### src/rtl/sync_fifo_prog.sv
// sync_fifo_prog: single-clock FIFO with an occupancy count, programmable
// almost-full/almost-empty thresholds, sticky overflow/underflow flags and a
// selectable first-word-fall-through read mode.
//
// Ports:
//   clk_in       - clock, all state updates on the rising edge
//   reset        - asynchronous active-high reset
//   data_in      - write data (WIDTH)
//   insert       - write request
//   remove       - read request (FWFT: acknowledge the presented word)
//   flush        - synchronous clear, overrides insert/remove
//   data_out     - read data (WIDTH)
//   full/empty   - count == 2^DEPTH / count == 0
//   almost_full  - count >= AF_LEVEL
//   almost_empty - count <= AE_LEVEL
//   count        - occupancy, 0 .. 2^DEPTH (DEPTH+1 bits)
//   overflow     - sticky: insert attempted while full
//   underflow    - sticky: remove attempted while empty
module sync_fifo_prog #(
    parameter int unsigned WIDTH    = 32,
    parameter int unsigned DEPTH    = 7,
    parameter int unsigned AF_LEVEL = (1 << DEPTH) - 4,
    parameter int unsigned AE_LEVEL = 4,
    parameter int unsigned FWFT     = 0
) (
    input  logic             clk_in,
    input  logic             reset,
    input  logic [WIDTH-1:0] data_in,
    input  logic             insert,
    input  logic             remove,
    input  logic             flush,
    output logic [WIDTH-1:0] data_out,
    output logic             full,
    output logic             empty,
    output logic             almost_full,
    output logic             almost_empty,
    output logic [DEPTH:0]   count,
    output logic             overflow,
    output logic             underflow
);

    localparam int unsigned CAP = 1 << DEPTH;
    localparam int unsigned PW  = DEPTH + 1;

    // Threshold legality, reported at elaboration
    if (AF_LEVEL < 1 || AF_LEVEL > CAP) begin : g_bad_af_level
        $error("sync_fifo_prog: AF_LEVEL %0d outside 1..%0d", AF_LEVEL, CAP);
    end
    if (AE_LEVEL > CAP - 1) begin : g_bad_ae_level
        $error("sync_fifo_prog: AE_LEVEL %0d outside 0..%0d", AE_LEVEL, CAP - 1);
    end

    logic [WIDTH-1:0] mem_q [CAP];

    logic [PW-1:0]    wr_ptr_q, wr_ptr_d;
    logic [PW-1:0]    rd_ptr_q, rd_ptr_d;
    logic [PW-1:0]    count_q,  count_d;
    logic [WIDTH-1:0] data_q,   data_d;
    logic             full_q,   full_d;
    logic             empty_q,  empty_d;
    logic             af_q,     af_d;
    logic             ae_q,     ae_d;
    logic             ovf_q,    ovf_d;
    logic             unf_q,    unf_d;

    logic             wr_en;
    logic             rd_en;
    logic [DEPTH-1:0] wr_addr;
    logic [DEPTH-1:0] rd_addr;
    logic [DEPTH-1:0] rd_addr_next;

    // Acceptance uses the registered flags only
    assign wr_en        = insert && !full_q;
    assign rd_en        = remove && !empty_q;
    assign wr_addr      = wr_ptr_q[DEPTH-1:0];
    assign rd_addr      = rd_ptr_q[DEPTH-1:0];
    assign rd_addr_next = rd_ptr_d[DEPTH-1:0];

    // Storage: not reset, not cleared by flush
    always_ff @(posedge clk_in) begin
        if (wr_en && !flush && !reset) begin
            mem_q[wr_addr] <= data_in;
        end
    end

    // Next-state for pointers, count, flags and read data
    always_comb begin
        wr_ptr_d = wr_ptr_q;
        rd_ptr_d = rd_ptr_q;
        count_d  = count_q;
        data_d   = data_q;
        ovf_d    = ovf_q;
        unf_d    = unf_q;

        if (flush) begin
            wr_ptr_d = '0;
            rd_ptr_d = '0;
            count_d  = '0;
            ovf_d    = 1'b0;
            unf_d    = 1'b0;
        end else begin
            if (wr_en) wr_ptr_d = wr_ptr_q + PW'(1);
            if (rd_en) rd_ptr_d = rd_ptr_q + PW'(1);
            case ({wr_en, rd_en})
                2'b10:   count_d = count_q + PW'(1);
                2'b01:   count_d = count_q - PW'(1);
                default: count_d = count_q;
            endcase
            if (insert && full_q)  ovf_d = 1'b1;
            if (remove && empty_q) unf_d = 1'b1;
        end

        if (flush) begin
            data_d = '0;
        end else if (FWFT != 0) begin
            // Present the post-edge head; bypass when the head is the word being written now
            if (count_d == '0) begin
                data_d = '0;
            end else if (wr_en && (wr_addr == rd_addr_next)) begin
                data_d = data_in;
            end else begin
                data_d = mem_q[rd_addr_next];
            end
        end else if (rd_en) begin
            data_d = mem_q[rd_addr];
        end

        full_d  = (count_d == PW'(CAP));
        empty_d = (count_d == '0);
        af_d    = (count_d >= PW'(AF_LEVEL));
        ae_d    = (count_d <= PW'(AE_LEVEL));
    end

    // State registers
    always_ff @(posedge clk_in or posedge reset) begin
        if (reset) begin
            wr_ptr_q <= '0;
            rd_ptr_q <= '0;
            count_q  <= '0;
            data_q   <= '0;
            full_q   <= 1'b0;
            empty_q  <= 1'b1;
            af_q     <= 1'b0;
            ae_q     <= 1'b1;
            ovf_q    <= 1'b0;
            unf_q    <= 1'b0;
        end else begin
            wr_ptr_q <= wr_ptr_d;
            rd_ptr_q <= rd_ptr_d;
            count_q  <= count_d;
            data_q   <= data_d;
            full_q   <= full_d;
            empty_q  <= empty_d;
            af_q     <= af_d;
            ae_q     <= ae_d;
            ovf_q    <= ovf_d;
            unf_q    <= unf_d;
        end
    end

    assign data_out     = data_q;
    assign full         = full_q;
    assign empty        = empty_q;
    assign almost_full  = af_q;
    assign almost_empty = ae_q;
    assign count        = count_q;
    assign overflow     = ovf_q;
    assign underflow    = unf_q;

endmodule

### config.mk
export PLATFORM = sky130hd
export DESIGN_NAME = sync_fifo_prog
export DESIGN_NICKNAME = d
export VERILOG_FILES = /design/src/rtl/sync_fifo_prog.sv
export SDC_FILE = /design/constraint.sdc
export NUM_CORES = 2
export LEC_CHECK = 0
export CORE_MARGIN = 10
export CORE_UTILIZATION = 54
export CTS_CLUSTER_SIZE = 10
export DETAILED_ROUTE_END_ITERATION = 16
export PLACE_DENSITY = 0.7
export SYNTH_ARGS = -nofsm -noshare
export SYNTH_HDL_FRONTEND = slang
export SYNTH_SLANG_ARGS = --single-unit
### constraint.sdc
create_clock -name clk_in -period 8.95 [get_ports clk_in]
set_input_delay 2.685 -clock clk_in [delete_from_list [all_inputs] [get_ports clk_in]]
set_output_delay 2.685 -clock clk_in [all_outputs]
set_load 0.03 [all_outputs]
==> run_results.csv <==
group,metric,value,unit
status,status,"complete, but fails checks",
status,violations,"max-capacitance violations, max-slew violations",
routing,firstDrtPassIters,6,
power_and_ir_drop,power.density,239.1,nW/um^2
routing,totalWireLength,443700,um
global_route,grt.total_usage,27.60,%
global_route,grt_pass1_vias,76510,
critical_path,crit_slowest_cell,"nor2_4",
floorplanning,boundaryPins,83,
floorplanning,coreArea,294300,sq um
finish,fillers,19930,
synth,yosysTopAreaCell,"edfxtp_1",
power_and_ir_drop,irDropWorstVdd,0.0001756,V
global_route,grt_pass1_wl,615100,um
timing,period_needed,6.029,ns
synth,synthCells,7284,
timing,slew_violations,5,
finish,seqCellArea,124500,sq um
critical_path,critical_path.top_delay_family,"simple AND/OR/NAND/NOR gates",
critical_path,cp_max_fo,32,
synth,synthTopCellsByCount,"4096 x edfxtp_1, 896 x mux4_2, 518 x mux2i_1",
critical_path,required,9.46,ns
synth,syn_area,159900,sq um
critical_path,path_cells,"clkdlybuf4s50_1, nor2b_1, buf_4, nand2_1, nor3_1, nand2_2, buf_4, nor2_4",
cts,postCtsResizedCells,0,
floorplanning,initial_core_util,54.32,%
synth,synth_top_area_share,76.94,%
cts,h-tree-depth,5,
floorplanning,die_w,564.1,um
synth,synth-seq-area-share,77.88,%
synth,synth_edf_count,4096,
floorplanning,fp.dieArea,318200,sq um
routing,wl_per_cell,38.21,um
cts,cts.sinks,4156,
finish,finalNetCount,7588,
routing,num_vias,79190,
placed_design,gp_congestion,0.9569,
placed_design,detailedPlace.worstSlack,2.035,ns
cts,cts_hold_buf,0,
routing,drt-initial-drc-count,13470,
cts,cts_tree,"built",
cts,postCtsSetupBuffers,0,
routing,drtAntennaViolNets,0,
synth,avgSynthCellArea,21.95,sq um
critical_path,critical_path_class,"in -> reg",
cts,cts-root-buf,"clkbuf_16",
finish,multi_input_area,34120,sq um
critical_path,crit_buf_inv,3,
global_route,grt_max_degree,119,
critical_path,cp_data_arrival_time,6.54,ns
timing,period_share,67.37,%
power_and_ir_drop,power_leakage,53.67,nW
timing,layout_setup_ws,2.921,ns
cts,clk_latency,0.98,ns
finish,fin_util,60.52,%
routing,drt-vias-per-instance,6.820,
synth,syn_nets,7325,
synth,synthFlopType,"edfxtp_1",
timing,fin_setup_tns,0,ns
routing,drc,0,
floorplanning,num_rows,199,
critical_path,cp_common_cell,"buf_4",
timing,slew_headroom,-5.073,%
floorplanning,die_y,564.1,um
cts,cts_made_buffers,461,
timing,finalSetupViolCount,0,
cts,cts_buffer_depth,4,
synth,ys_warn_count,0,
synth,synthDistinctLibCells,59,
cts,clkTransAtPathRegs,0.06,ns
timing,fin_skew,0.09896,ns
synth,synth_seq_cells,4156,
placed_design,io_buffer_count,82,
critical_path,cp-start-kind,"input port",
global_route,grt_antenna_before_repair,33,
timing,worstMarginPinSlew,1.564,ns
hold_path,hold_path_class,"reg -> reg",
synth,async_reset_ff_share,1.444,%
critical_path,cp-end-kind,"register",
synth,synth.most_common_cell,"edfxtp_1",
synth,synth_area_leaders,"edfxtp_1 77%, mux4_2 13%, mux2i_1 3.2%",
critical_path,worst_path_largest_cell_delay,0.91,ns
placed_design,dp_hpwl,267700,um
timing,hold_viol_final,0,
finish,drive_gt1_share,22.78,%
finish,synthToLayoutAreaGrowth,11.41,%
timing,grt_setup_unrepaired,"false",
job,maxCapViolations,3,
timing,clock.fmax,0.1659,GHz
global_route,gr-total-overflow,0,
[power by group]
group / internal [mW] / leakage [nW] / switching (mW)
clock network: 9.39 / 6.06 / 7.01
registers: 21.4 / 37.6 / 0.108
logic: 1.87 / 10.0 / 2.78
total: 32.7 / 53.7 / 9.90
[layer usage]
layer	part of all wire, %	vias up	GRT usage [%]	routed length (um)
li1	-	31190	-	-
met1	37	41900	39.07	162000
met2	45	5279	40.26	198500
met3	13	805	7.221	56350
met4	6.0	14	13.79	26760
met5	0.020	-	0	89
[cell usage in the layout, fill, tap and decap left out, types with 31 or more instances in the layout]
master / netlist / layout
mux2i_1: 518 / 518
nand3_1: 98 / 97
edfxtp_1: 4096 / 4096
a22oi_1: 123 / 123
a21oi_1: 46 / 46
o2111ai_1: 60 / 60
o21ai_0: 97 / 97
nand2_1: 104 / 97
o22ai_1: 95 / 95
nor2_1: 205 / 74
buf_4: 75 / 165
nand3b_1: 31 / 31
clkbuf_1: 204 / 99
a211oi_1: 71 / 71
clkbuf_16: 0 / 471
a221o_1: 63 / 63
nor3_1: 123 / 122
dfrtp_1: 58 / 51
clkdlybuf4s50_1: 0 / 50
nor2_4: 0 / 131
and2_1: 36 / 33
mux4_2: 896 / 896
[tightest hold or removal path, cell delays in order (launching register included)]
cell and delay [ns]:
dfrtp_1 0.35, a21oi_1 0.05, nor2_1 0.08
[through the flow]
stage | area (sq um) | hold WS (ns) | cells | power, mW
global placement | 165600 | 0.4930 | 11000 | 26.50
floorplan | 159900 | 0.5538 | 7284 | 24.85
finish | 178100 | 0.5122 | 11610 | 42.59
detailed placement | 165600 | 0.5071 | 11000 | 26.54
global route | 178100 | 0.5474 | 11600 | 43.60
CTS | 178100 | 0.5206 | 11590 | 42.66
[final cells by class]
cell class              count  area share, %
flip-flops and latches   4156          69.92
repair buffers            228          1.123
clock inverters            19         0.1651
clock buffers             571          6.834
well taps                3919          2.753
multi-input cells        2690          19.16
inverters                  10        0.02599
diodes                     19        0.02670
[kinds of logic (layout without fill, tap and decap cells)]
group	Yosys count	after routing	synth area share (%)
flip-flops	4156	4156	77.88
multiplexers	1415	1415	15.87
AND/OR/NAND/NOR	640	640	1.879
AO/OA/AOI/OAI	613	613	2.807
buffers and inverters	438	828	1.430
XOR/XNOR	18	18	0.09862
adder cells (fa/ha/maj)	4	4	0.03131
other	0	19	0
[sequential cells by signal, summed over array words and instances, names as in the netlist]
name and count:
empty 1, underflow 1, data_out 32, rd_ptr_q 7, mem_q 4096, full 1
overflow 1, almost_full 1, almost_empty 1, wr_ptr_q 7, count 8
[final timing paths]
| path | start | end | slack [ns] | cells past startpoint |
|---|---|---|---|---|
| min in group asynchronous | reset | almost_full | 2.47 | 3 |
| setup reg to reg | rd_ptr_q[3] | data_out[26] | 3.86 | 9 |
| max in group asynchronous | reset | rd_ptr_q[1] | 5.67 | 3 |
| setup / recovery | insert | mem_q[89][21] | 2.92 | 8 |
| hold / removal | underflow | underflow | 0.51 | 2 |
| hold reg to reg | underflow | underflow | 0.51 | 2 |
Power figures use the tool's default switching activity.
